## src/rtl/seg7_digit_stepper_if.sv

```systemverilog
`default_nettype none
// ============================================================================
// Module  : seg7_digit_stepper_if
// Purpose : Button inputs and digit/display outputs of the digit stepper.
// Revision: 1.0  initial release
// ============================================================================
interface seg7_digit_stepper_if;
  logic       btn_up_n;
  logic       btn_dn_n;
  logic [3:0] digit;
  logic       digit_changed;
  logic       dp_n;

  modport master (
    output btn_up_n,
    output btn_dn_n,
    input  digit,
    input  digit_changed,
    input  dp_n
  );

  modport slave (
    input  btn_up_n,
    input  btn_dn_n,
    output digit,
    output digit_changed,
    output dp_n
  );
endinterface
`default_nettype wire

```

## src/rtl/seg7_digit_stepper.sv

```systemverilog
`default_nettype none
// ============================================================================
// Module  : seg7_digit_stepper
// Purpose : Debounced UP/DOWN buttons step a hex digit, with auto-repeat.
// Revision: 1.0  initial release
// ============================================================================
module seg7_digit_stepper #(
  parameter int DEBOUNCE_CYCLES = 1_000_000,
  parameter int REPEAT_DELAY    = 25_000_000,
  parameter int REPEAT_RATE     = 5_000_000,
  parameter int WRAP            = 1
) (
  input  wire                   clockIn,
  input  wire                   n_reset,
  seg7_digit_stepper_if.slave   bus
);

  localparam int c_CNT_W  = (DEBOUNCE_CYCLES > 2) ? $clog2(DEBOUNCE_CYCLES) : 1;
  localparam int c_TMAX   = (REPEAT_DELAY > REPEAT_RATE) ? REPEAT_DELAY : REPEAT_RATE;
  localparam int c_TIMER_W = (c_TMAX > 2) ? $clog2(c_TMAX) : 1;

  localparam logic [c_CNT_W-1:0]   c_DB_LAST    = c_CNT_W'(DEBOUNCE_CYCLES - 1);
  localparam logic [c_TIMER_W-1:0] c_DELAY_LOAD = c_TIMER_W'(REPEAT_DELAY - 1);
  localparam logic [c_TIMER_W-1:0] c_RATE_LOAD  = c_TIMER_W'(REPEAT_RATE - 1);

  typedef enum logic [1:0] {
    ST_IDLE   = 2'd0,
    ST_HOLD   = 2'd1,
    ST_REPEAT = 2'd2,
    ST_LOCK   = 2'd3
  } state_t;

  // Bit 0 is the UP button, bit 1 the DOWN button throughout.
  logic [1:0]         r_sync1;
  logic [1:0]         r_sync2;
  logic [1:0]         r_deb;
  logic [1:0]         r_deb_d;
  logic [c_CNT_W-1:0] r_cnt [2];

  state_t               r_state;
  logic [3:0]           r_digit;
  logic                 r_digit_changed;
  logic                 r_dp_n;
  logic [c_TIMER_W-1:0] r_timer;
  logic                 r_dir_up;

  logic [1:0] w_press;
  logic [3:0] w_up_next;
  logic [3:0] w_dn_next;
  logic [3:0] w_held_next;
  logic       w_held_rel;
  logic       w_other_pressed;

  function automatic logic [3:0] step_digit(input logic [3:0] d, input logic up);
    logic [3:0] res;
    if (up) begin
      res = (WRAP == 0 && d == 4'hF) ? d : d + 4'd1;
    end else begin
      res = (WRAP == 0 && d == 4'h0) ? d : d - 4'd1;
    end
    return res;
  endfunction

  // Synchroniser and per-button debounce; only the second flop is trusted.
  always_ff @(posedge clockIn) begin
    if (!n_reset) begin
      r_sync1  <= 2'b11;
      r_sync2  <= 2'b11;
      r_deb    <= 2'b11;
      r_deb_d  <= 2'b11;
      r_cnt[0] <= '0;
      r_cnt[1] <= '0;
    end else begin
      r_sync1 <= {bus.btn_dn_n, bus.btn_up_n};
      r_sync2 <= r_sync1;
      r_deb_d <= r_deb;
      for (int i = 0; i < 2; i++) begin
        if (r_sync2[i] != r_deb[i]) begin
          if (r_cnt[i] == c_DB_LAST) begin
            r_deb[i] <= r_sync2[i];
            r_cnt[i] <= '0;
          end else begin
            r_cnt[i] <= r_cnt[i] + 1'b1;
          end
        end else begin
          r_cnt[i] <= '0;
        end
      end
    end
  end

  always_comb begin
    w_press         = r_deb_d & ~r_deb;
    w_up_next       = step_digit(r_digit, 1'b1);
    w_dn_next       = step_digit(r_digit, 1'b0);
    w_held_next     = r_dir_up ? w_up_next : w_dn_next;
    w_held_rel      = r_dir_up ? r_deb[0]  : r_deb[1];
    w_other_pressed = r_dir_up ? ~r_deb[1] : ~r_deb[0];
  end

  always_ff @(posedge clockIn) begin
    if (!n_reset) begin
      r_state         <= ST_IDLE;
      r_digit         <= 4'h0;
      r_digit_changed <= 1'b0;
      r_dp_n          <= 1'b1;
      r_timer         <= '0;
      r_dir_up        <= 1'b0;
    end else begin
      r_digit_changed <= 1'b0;
      r_dp_n          <= 1'b1;
      case (r_state)
        ST_IDLE: begin
          if (r_deb == 2'b00) begin
            r_state <= ST_LOCK;
          end else if (w_press[0] && r_deb[1]) begin
            r_digit         <= w_up_next;
            r_digit_changed <= (w_up_next != r_digit);
            r_dir_up        <= 1'b1;
            r_timer         <= c_DELAY_LOAD;
            r_state         <= ST_HOLD;
          end else if (w_press[1] && r_deb[0]) begin
            r_digit         <= w_dn_next;
            r_digit_changed <= (w_dn_next != r_digit);
            r_dir_up        <= 1'b0;
            r_timer         <= c_DELAY_LOAD;
            r_state         <= ST_HOLD;
          end
        end

        // Release outranks an expiring timer, so letting go never adds a step.
        ST_HOLD, ST_REPEAT: begin
          if (w_held_rel) begin
            r_state <= ST_IDLE;
          end else if (w_other_pressed) begin
            r_state <= ST_LOCK;
          end else if (r_timer == '0) begin
            r_digit         <= w_held_next;
            r_digit_changed <= (w_held_next != r_digit);
            r_timer         <= c_RATE_LOAD;
            r_state         <= ST_REPEAT;
            r_dp_n          <= 1'b0;
          end else begin
            r_timer <= r_timer - 1'b1;
            r_dp_n  <= (r_state != ST_REPEAT);
          end
        end

        ST_LOCK: begin
          if (r_deb == 2'b11) begin
            r_state <= ST_IDLE;
          end
        end

        default: r_state <= ST_IDLE;
      endcase
    end
  end

  assign bus.digit         = r_digit;
  assign bus.digit_changed = r_digit_changed;
  assign bus.dp_n          = r_dp_n;

endmodule
`default_nettype wire

```

## src/flat_wrapper.sv

```systemverilog
// flat-port wrapper written by rule: the top's interface ports become plain ports
module seg7_digit_stepper_flat 
#(
  parameter int DEBOUNCE_CYCLES = 1_000_000,
  parameter int REPEAT_DELAY    = 25_000_000,
  parameter int REPEAT_RATE     = 5_000_000,
  parameter int WRAP            = 1
)
  (clockIn, n_reset, bus_btn_up_n, bus_btn_dn_n, bus_digit, bus_digit_changed, bus_dp_n);
  seg7_digit_stepper_if bus_i ();
  input  wire clockIn;
  input  wire n_reset;
  input wire logic [$bits(bus_i.btn_up_n)-1:0] bus_btn_up_n;
  input wire logic [$bits(bus_i.btn_dn_n)-1:0] bus_btn_dn_n;
  output wire logic [$bits(bus_i.digit)-1:0] bus_digit;
  output wire logic [$bits(bus_i.digit_changed)-1:0] bus_digit_changed;
  output wire logic [$bits(bus_i.dp_n)-1:0] bus_dp_n;
  assign bus_i.btn_up_n = bus_btn_up_n;
  assign bus_i.btn_dn_n = bus_btn_dn_n;
  assign bus_digit = bus_i.digit;
  assign bus_digit_changed = bus_i.digit_changed;
  assign bus_dp_n = bus_i.dp_n;
  seg7_digit_stepper #(.DEBOUNCE_CYCLES(DEBOUNCE_CYCLES), .REPEAT_DELAY(REPEAT_DELAY), .REPEAT_RATE(REPEAT_RATE), .WRAP(WRAP)) u_core (.clockIn(clockIn), .n_reset(n_reset), .bus(bus_i));
endmodule
```

## config.mk

```make
export PLATFORM = sky130hd
export DESIGN_NAME = seg7_digit_stepper_flat
export DESIGN_NICKNAME = d
export VERILOG_FILES = /design/src/rtl/seg7_digit_stepper_if.sv /design/src/rtl/seg7_digit_stepper.sv /design/src/flat_wrapper.sv
export SDC_FILE = /design/constraint.sdc
export NUM_CORES = 1
export LEC_CHECK = 0
export BUFFER_PORTS_ARGS = -buffer_cell sky130_fd_sc_hd__buf_2
export CELL_PAD_IN_SITES_DETAIL_PLACEMENT = 1
export CELL_PAD_IN_SITES_GLOBAL_PLACEMENT = 1
export CORE_MARGIN = 10
export CORE_UTILIZATION = 55
export CTS_BUF_LIST = sky130_fd_sc_hd__clkbuf_4 sky130_fd_sc_hd__clkbuf_8
export DETAILED_ROUTE_END_ITERATION = 10
export GPL_ROUTABILITY_DRIVEN = 0
export GPL_TIMING_DRIVEN = 0
export MAX_ROUTING_LAYER = met4
export PLACE_DENSITY_LB_ADDON = 0.1
export SYNTH_ARGS = -nofsm -noshare
export SYNTH_HDL_FRONTEND = slang
export SYNTH_SLANG_ARGS = --single-unit
```

## constraint.sdc

```tcl
create_clock -name clockIn -period 3.7 [get_ports clockIn]
set_input_delay 0.555 -clock clockIn [delete_from_list [all_inputs] [get_ports clockIn]]
set_output_delay 0.555 -clock clockIn [all_outputs]
set_load 0.03 [all_outputs]
```

==> results of run 1 <==
synthesized netlist by cell type (all sizes together) (3+ instances only):
| cell type | n | share of area |
|---|---|---|
| nor2 | 62 | 0.052 |
| dfxtp | 42 | 0.19 |
| edfxtp | 40 | 0.27 |
| nand2 | 32 | 0.027 |
| a21oi | 31 | 0.035 |
| xnor2 | 27 | 0.053 |
| nor3 | 23 | 0.028 |
| nand3 | 22 | 0.026 |
| inv | 20 | 0.017 |
| clkbuf | 18 | 0.015 |
| o21ai | 17 | 0.019 |
| xor2 | 13 | 0.025 |
| nor4 | 12 | 0.023 |
| and3 | 11 | 0.015 |
| ha | 11 | 0.031 |
| nand4 | 9 | 0.013 |
| and4 | 7 | 0.014 |
| nand2b | 7 | 0.0098 |
| or3 | 7 | 0.0098 |
| or4 | 7 | 0.012 |
| a31oi | 6 | 0.0098 |
| and2 | 5 | 0.0070 |
| nand3b | 5 | 0.0084 |
| nor4b | 5 | 0.0098 |
| o221a | 5 | 0.013 |
| a211oi | 4 | 0.0067 |
| mux2i | 4 | 0.0089 |
| a311oi | 3 | 0.0059 |
| nor2b | 3 | 0.0042 |
| o211ai | 3 | 0.0050 |
| o31ai | 3 | 0.0050 |
registers in the layout (all words and copies together), names as in the netlist:
| name | cells |
|---|---|
| u_core.bus.digit | 4 |
| u_core.bus.digit_changed | 1 |
| u_core.bus.dp_n | 1 |
| u_core.r_cnt | 40 |
| u_core.r_deb | 2 |
| u_core.r_deb_d | 2 |
| u_core.r_dir_up | 1 |
| u_core.r_state | 2 |
| u_core.r_sync1 | 2 |
| u_core.r_sync2 | 2 |
| u_core.r_timer | 25 |
worst min path at each step:
stage	endpoint	slack [ns]	start
floorplan	u_core.r_sync2[0]	0.39	u_core.r_sync1[0]
global placement	u_core.r_sync2[1]	0.39	u_core.r_sync1[1]
detailed placement	u_core.r_sync2[1]	0.40	u_core.r_sync1[1]
CTS	u_core.r_sync1[1]	0.37	bus_btn_dn_n
global route	u_core.r_sync1[1]	0.38	bus_btn_dn_n
finish	u_core.r_sync1[1]	0.37	bus_btn_dn_n
worst reg2reg max path: stages, from the launching register on:
cell	delay, ns
sky130_fd_sc_hd__dfxtp_1	0.44
sky130_fd_sc_hd__inv_1	0.11
sky130_fd_sc_hd__ha_1	0.29
sky130_fd_sc_hd__clkbuf_1	0.32
sky130_fd_sc_hd__inv_1	0.18
sky130_fd_sc_hd__a21oi_1	0.57
sky130_fd_sc_hd__and2_1	0.34
sky130_fd_sc_hd__clkbuf_1	0.46
sky130_fd_sc_hd__nand3_1	0.21
sky130_fd_sc_hd__o221a_2	0.27
final cells by class:
type | instances | area share
Timing Repair Buffer | 8 | 0.007923
Clock buffer | 12 | 0.03021
Tap cell | 102 | 0.02525
Clock inverter | 4 | 0.01956
Buffer | 19 | 0.01560
Multi-Input combinational cell | 403 | 0.4825
Sequential cell | 82 | 0.4041
Inverter | 20 | 0.01486
layout by cell type, fill, tap and decap left out, drive strengths merged, types with 3 or more instances in the layout:
cell / instances
inv: 20
and3: 11
o31ai: 3
nand4: 9
nor2: 62
a211oi: 4
a31oi: 6
buf: 9
clkbuf: 30
conb: 40
and4: 7
a311oi: 3
or3: 7
o221a: 5
a21oi: 31
nor4: 12
nand3b: 5
nand2: 32
xnor2: 27
mux2i: 4
nor2b: 3
and2: 5
nor4b: 5
bufinv: 3
o211ai: 3
edfxtp: 40
dfxtp: 42
o21ai: 17
nand2b: 7
nor3: 23
nand3: 22
xor2: 13
ha: 11
or4: 7
kinds of logic after synthesis:
kind of cell	Yosys count
compound gates	84
xor+xnor	40
fa+ha+maj	11
buf+inv	39
flops	82
mux	4
other cells	1
simple gates	224
metal layers:
metal | vias to the layer above | share of wire
met3 | 47 | 0.050
met1 | 1967 | 0.41
li1 | 1837 | -
met5 | - | 0
met4 | 0 | 0.036
met2 | 127 | 0.50
through the flow:
| step | power [W] | setup slack (ns) | hold slack, ns |
|---|---|---|---|
| floorplan | 0.002177 | 1.407 | 0.3863 |
| global placement | 0.002466 | 0.6578 | 0.3920 |
| detailed placement | 0.002566 | 0.6237 | 0.3995 |
| CTS | 0.003397 | 0.5454 | 0.3750 |
| global route | 0.003621 | 0.2914 | 0.3803 |
| finish | 0.003435 | 0.4079 | 0.3747 |
power breakdown:
part | switching, W | internal (W)
combinational | 0.000939 | 0.000447
clock | 0.000338 | 0.000484
sequential | 0.000148 | 0.00108
==> results.cfg, run 1 <==
[die]
initial_core_util = 0.5719
placement_rows = 32
fp.dieArea_um2 = 12170
i_o_pin_count = 10
placeableCoreArea_um2 = 7848
die_y_um = 110.3
die_span_x_um = 110.3

[run_status]
run_status = completed

[synthesis]
ys_seq_area_frac = 0.4550
post_synth_and_or_nand_nor_area_fraction = 0.2704
synth_area_um2 = 4488
synth_top_family_by_area = simple AND/OR/NAND/NOR gates
synth-seq-cells = 82
synth.distinct_cells = 54
post_synth_fa_ha_maj_area_fraction = 0.03067
number_of_flops_mapped_to_enable_cells_by_yosys = 40
post_synth_xor_area_fraction = 0.07806
synth.mux.area_fraction = 0.008921
yosysWarningCount = 0
post_synth.cell_area_avg_um2 = 9.254
cell_count_after_synthesis = 485
ys_async_sr_fraction = 0
synthFlopType = sky130_fd_sc_hd__dfxtp_1
synth_compound_gate_area_share = 0.1218

[timing]
tns_ns = 0
final_max_slew_viol_count = 0
clock.fmax_ghz = 0.3038
setup_violations = 0
max_slew_margin = 0.4187
worstMarginPinSlew_ns = 0.8640
unrepaired_setup_endpoints_after_global_routing = no
worst_clock_skew_ns = 0.01211
timing.final.crit_share = 0.8898
timing_hold_violations_final = 0
post_route_minimum_period_ns = 3.292

[setup_path]
critical_path_buf_inv_count = 4
setup.worst_path.start_class = register
setup.worst_path.end = u_core.r_timer[22]
path_cells = inv_1 -> ha_1 -> clkbuf_1 -> inv_1 -> a21oi_1 -> and2_1 -> clkbuf_1 -> nand3_1 -> o221a_2
cp.required_ns = 3.95
critical_path.slowest_cell = sky130_fd_sc_hd__a21oi_1
worst-r2r-setup-slack_ns = 0.41
r2r.worst_path.cells = 9
cp_num_cells = 9
max_stage_delay_ns = 0.57
endpoint_type_of_the_worst_setup_path = register
path_class = reg2reg
worstPathArrival_ns = 3.54
worst-path-max-fanout = 10
worstSetupStartpoint = u_core.r_state[1]
cp_top_family = buffers and inverters
regToRegStartpoint = u_core.r_state[1]
crit-reg2reg-capture = u_core.r_timer[22]

[drt]
postRouteWirelength_um = 12980
detailedRoute.firstIterationViolations = 213
drt-vias-per-instance = 6.120
drt_pre_antenna_iters = 5
drt_drc_violations_left = 0
route.vias.total = 3978
post_drt_wl_per_cell_um = 19.97
detail-route-antenna-nets = 0

[hold_path]
min_path_cells = 2
holdCritPathClass = in2reg

[cells_and_area]
layoutNonFillerInstCount = 650
post_route_standard_cell_area_excluding_fillers_um2 = 5054
syn2layout_area_growth_pct = 12.60
final_util = 0.6440
area_of_combinational_cells_with_multiple_inputs_um2 = 2439
drive_gt1_frac = 0.07299
register_area_um2 = 2042
diodes = 0
nets = 558
fill_cells = 932

[global_routing]
antenna_found_initial = 0
grt_start_max_net_pins = 14
grt-ovfl-total = 0
grt_pass1_wl_um = 21500
met2_usage = 0.3847
groute.layer.met3.usage = 0.04527
total_global_route_track_usage = 0.2324
grt_use_met1 = 0.2673
vias_in_the_first_global_route = 4245
grt_busiest_layer = met2

[clocking]
tritoncts = yes
clock_slew_at_the_register_clock_pins_of_the_worst_setup_and_hold_paths_ns = 0.09
cts_made_buffers = 9
cts.sink_count = 82
ctsLongestPathBuffers = 2
clk_root_buffer_cell = sky130_fd_sc_hd__clkbuf_8
clock_latency_ns = 0.36
cts-hold-fix-buffers = 0
ctsHtreeMaxLevel = 3
cts_setup_buffers = 0
cts_repair_resize_count = 0

[placed_design]
placedCellCount = 634
place_area_um2 = 4802
numPortBuffers = 8
place.detailed.hpwl_um = 8798

[power_and_ir_drop]
power_density_nw_per_um2 = 679.8
leakagePower_nw = 1.830
worst_ir_drop_vdd_v = 0.0005579

[flow_run]
max-cap-violations = 0
Power figures use the tool's default switching activity.
==> inputs of run 2 (changes only) <==
--- a/config.mk
+++ b/config.mk
@@ -5,16 +5,16 @@
 export SDC_FILE = /design/constraint.sdc
 export NUM_CORES = 1
 export LEC_CHECK = 0
+export ABC_AREA = 1
 export BUFFER_PORTS_ARGS = -buffer_cell sky130_fd_sc_hd__buf_2
 export CELL_PAD_IN_SITES_DETAIL_PLACEMENT = 1
 export CELL_PAD_IN_SITES_GLOBAL_PLACEMENT = 1
 export CORE_MARGIN = 10
-export CORE_UTILIZATION = 55
+export CORE_UTILIZATION = 52
 export CTS_BUF_LIST = sky130_fd_sc_hd__clkbuf_4 sky130_fd_sc_hd__clkbuf_8
 export DETAILED_ROUTE_END_ITERATION = 10
 export GPL_ROUTABILITY_DRIVEN = 0
 export GPL_TIMING_DRIVEN = 0
-export MAX_ROUTING_LAYER = met4
 export PLACE_DENSITY_LB_ADDON = 0.1
 export SYNTH_ARGS = -nofsm -noshare
 export SYNTH_HDL_FRONTEND = slang
==> results.cfg, run 2 <==
[hold_path]
min_path_cells = 2
holdCritPathClass = in2reg

[synthesis]
synth_area_um2 = 5045
number_of_flops_mapped_to_enable_cells_by_yosys = 40
synth.top_cells.by_area = sky130_fd_sc_hd__edfxtp_1 24%, sky130_fd_sc_hd__dfxtp_1 17%, sky130_fd_sc_hd__nand2_1 11%
cell_count_after_synthesis = 684
ys_seq_area_frac = 0.4048
ys_async_sr_fraction = 0
netlist_top_cells_count = 142 x sky130_fd_sc_hd__nand2_1, 107 x sky130_fd_sc_hd__nor2_1, 85 x sky130_fd_sc_hd__inv_1
synth_area_leader_cell = sky130_fd_sc_hd__edfxtp_1
synth-seq-cells = 82
yosysWarningCount = 0
post_synth.cell_area_avg_um2 = 7.375
synth_top_cell_area_share = 0.2381
synthFlopType = sky130_fd_sc_hd__dfxtp_1
synth.distinct_cells = 39
synthMostInstantiatedCell = sky130_fd_sc_hd__nand2_1

[drt]
detail-route-antenna-nets = 0
post_drt_wl_per_cell_um = 16.08
route.vias.total = 4695
drt_drc_violations_left = 0
drt-vias-per-instance = 5.353
drt_pre_antenna_iters = 4
detailedRoute.firstIterationViolations = 225
postRouteWirelength_um = 14110

[placed_design]
numPortBuffers = 9
place.detailed.hpwl_um = 10500

[global_routing]
grt_busiest_layer = met2
antenna_found_initial = 0
grt-ovfl-total = 0
vias_in_the_first_global_route = 5112
total_global_route_track_usage = 0.2033
grt_pass1_wl_um = 24050
groute.layer.met3.usage = 0.04141
grt_start_max_net_pins = 13
grt_use_met1 = 0.2213
met2_usage = 0.3724

[power_and_ir_drop]
power_density_nw_per_um2 = 712.1
p_sw_frac = 0.4801
worst_ir_drop_vdd_v = 0.0004916
intPower_w = 0.002063
sequentialPowerShare = 0.314
p_sw_w = 0.001905
power_frac_clock = 0.155
leakagePower_nw = 2.462
pwr-share-comb = 0.531

[timing]
timing_hold_violations_final = 0
clock.fmax_ghz = 0.4355
unrepaired_setup_endpoints_after_global_routing = no
worst_clock_skew_ns = 0.009228
max_slew_margin = 0.5864
post_route_minimum_period_ns = 2.296
timing.final.crit_share = 0.6206
setup_violations = 0
final_max_slew_viol_count = 0
tns_ns = 0
worstMarginPinSlew_ns = 0.6204

[cells_and_area]
most_frequent_cells_in_the_layout = 142 x sky130_fd_sc_hd__nand2_1, 107 x sky130_fd_sc_hd__nor2_1, 85 x sky130_fd_sc_hd__inv_1
drive_gt1_frac = 0.1043
nets = 758
syn2layout_area_growth_pct = 10.47
largest_register = u_core.r_cnt
layout.cells.most_common = sky130_fd_sc_hd__nand2_1
largest_register_ffs = 40
final_util = 0.5975
diodes = 0

[clocking]
clock_latency_ns = 0.36
clock_slew_at_the_register_clock_pins_of_the_worst_setup_and_hold_paths_ns = 0.08
cts_repair_resize_count = 0
cts-hold-fix-buffers = 0
cts_setup_buffers = 0
ctsHtreeMaxLevel = 3
clk_root_buffer_cell = sky130_fd_sc_hd__clkbuf_8
ctsLongestPathBuffers = 2
cts_made_buffers = 9
cts.sink_count = 82
tritoncts = yes

[die]
i_o_pin_count = 10
placeableCoreArea_um2 = 9328
fp.dieArea_um2 = 14040
initial_core_util = 0.5408
die_y_um = 118.5
die_span_x_um = 118.5
placement_rows = 35

[setup_path]
worstPathArrival_ns = 2.58
r2r.worst_path.cells = 9
path_class = reg2reg
worst-path-max-fanout = 9
endpoint_type_of_the_worst_setup_path = register
setup.worst_path.start_class = register
cp.required_ns = 3.99

[run_status]
run_status = completed

[flow_run]
max-cap-violations = 0
==> run 2: cell types whose count changed after synthesis, moves of 8 or more <==
cell,previous run,this run
sky130_fd_sc_hd__and3_1,11,0
sky130_fd_sc_hd__clkbuf_1,18,5
sky130_fd_sc_hd__inv_1,20,85
sky130_fd_sc_hd__nand2_1,32,142
sky130_fd_sc_hd__nand3_1,21,56
sky130_fd_sc_hd__nand4_1,9,21
sky130_fd_sc_hd__nor2_1,62,107
sky130_fd_sc_hd__nor4_1,9,1
sky130_fd_sc_hd__or2_2,1,11
sky130_fd_sc_hd__xnor2_1,27,13
==> run 2: through the flow <==
step                total power (W)  std cells  area [um^2]  hold slack (ns)  worst slack, ns
floorplan                  0.002793        723         5191           0.3925            1.957
global route               0.004287        877         5573           0.3795            1.293
CTS                        0.003959        877         5573           0.3853            1.434
detailed placement         0.003321        861         5398           0.4058            1.464
finish                     0.003968        877         5573           0.3946            1.404
global placement           0.003182        861         5398           0.3971            1.586
==> run 2: worst paths after layout <==
check                                        from                  to  slack [ns]
worst max register to register  u_core.r_state[0]  u_core.r_timer[10]        1.40
worst min register to register  u_core.r_sync1[1]   u_core.r_sync2[1]        0.42
worst min-delay path                 bus_btn_dn_n   u_core.r_sync1[1]        0.39
worst max-delay path            u_core.r_state[0]  u_core.r_timer[10]        1.40
==> run 2: routing by layer <==
metal	share of wire	wire length, um
met3	0.033	470
met1	0.42	5877
met5	0	0
met4	0.026	367
met2	0.52	7390
==> run 2: power by group through the flow <==
stage / logic, W / registers [W] / clock network, W
2_1_floorplan: 0.00155 / 0.00125 / 0
3_3_place_gp: 0.00193 / 0.00125 / 0
3_5_place_dp: 0.00206 / 0.00126 / 0
4_1_cts: 0.00209 / 0.00124 / 0.000625
5_1_grt: 0.00236 / 0.00127 / 0.000664
6_report: 0.00211 / 0.00125 / 0.000613
==> run 2: kinds of logic (layout without fill, tap and decap cells) <==
| group | after synthesis | count (layout) | synth area share |
|---|---|---|---|
| xor+xnor | 29 | 29 | 0.05035 |
| compound gates | 59 | 59 | 0.06076 |
| simple gates | 398 | 398 | 0.3710 |
| fa+ha+maj | 11 | 11 | 0.02728 |
| flops | 82 | 82 | 0.4048 |
| buf+inv | 104 | 129 | 0.08507 |
| other cells | 1 | 40 | 0.0007433 |
==> run 2: critical path: stages, from the launching register on <==
cell and delay [ns]:
sky130_fd_sc_hd__dfxtp_1 0.41, sky130_fd_sc_hd__inv_1 0.11, sky130_fd_sc_hd__ha_1 0.29, sky130_fd_sc_hd__buf_2 0.21, sky130_fd_sc_hd__inv_1 0.20, sky130_fd_sc_hd__nor3_4 0.34, sky130_fd_sc_hd__inv_2 0.10, sky130_fd_sc_hd__nor2_4 0.28
sky130_fd_sc_hd__nand3_1 0.12, sky130_fd_sc_hd__a21oi_1 0.17
==> run 2: cell type report <==
type / instances / area [um^2]
buffer: 15 / 95.09
clock buffer: 13 / 160.2
clock inverter: 3 / 15.01
fill: 1272 / 3755
inverter: 89 / 334.1
multi-input combinational: 537 / 2720
sequential: 82 / 2042
tap: 129 / 161.4
timing repair buffer: 9 / 45.04
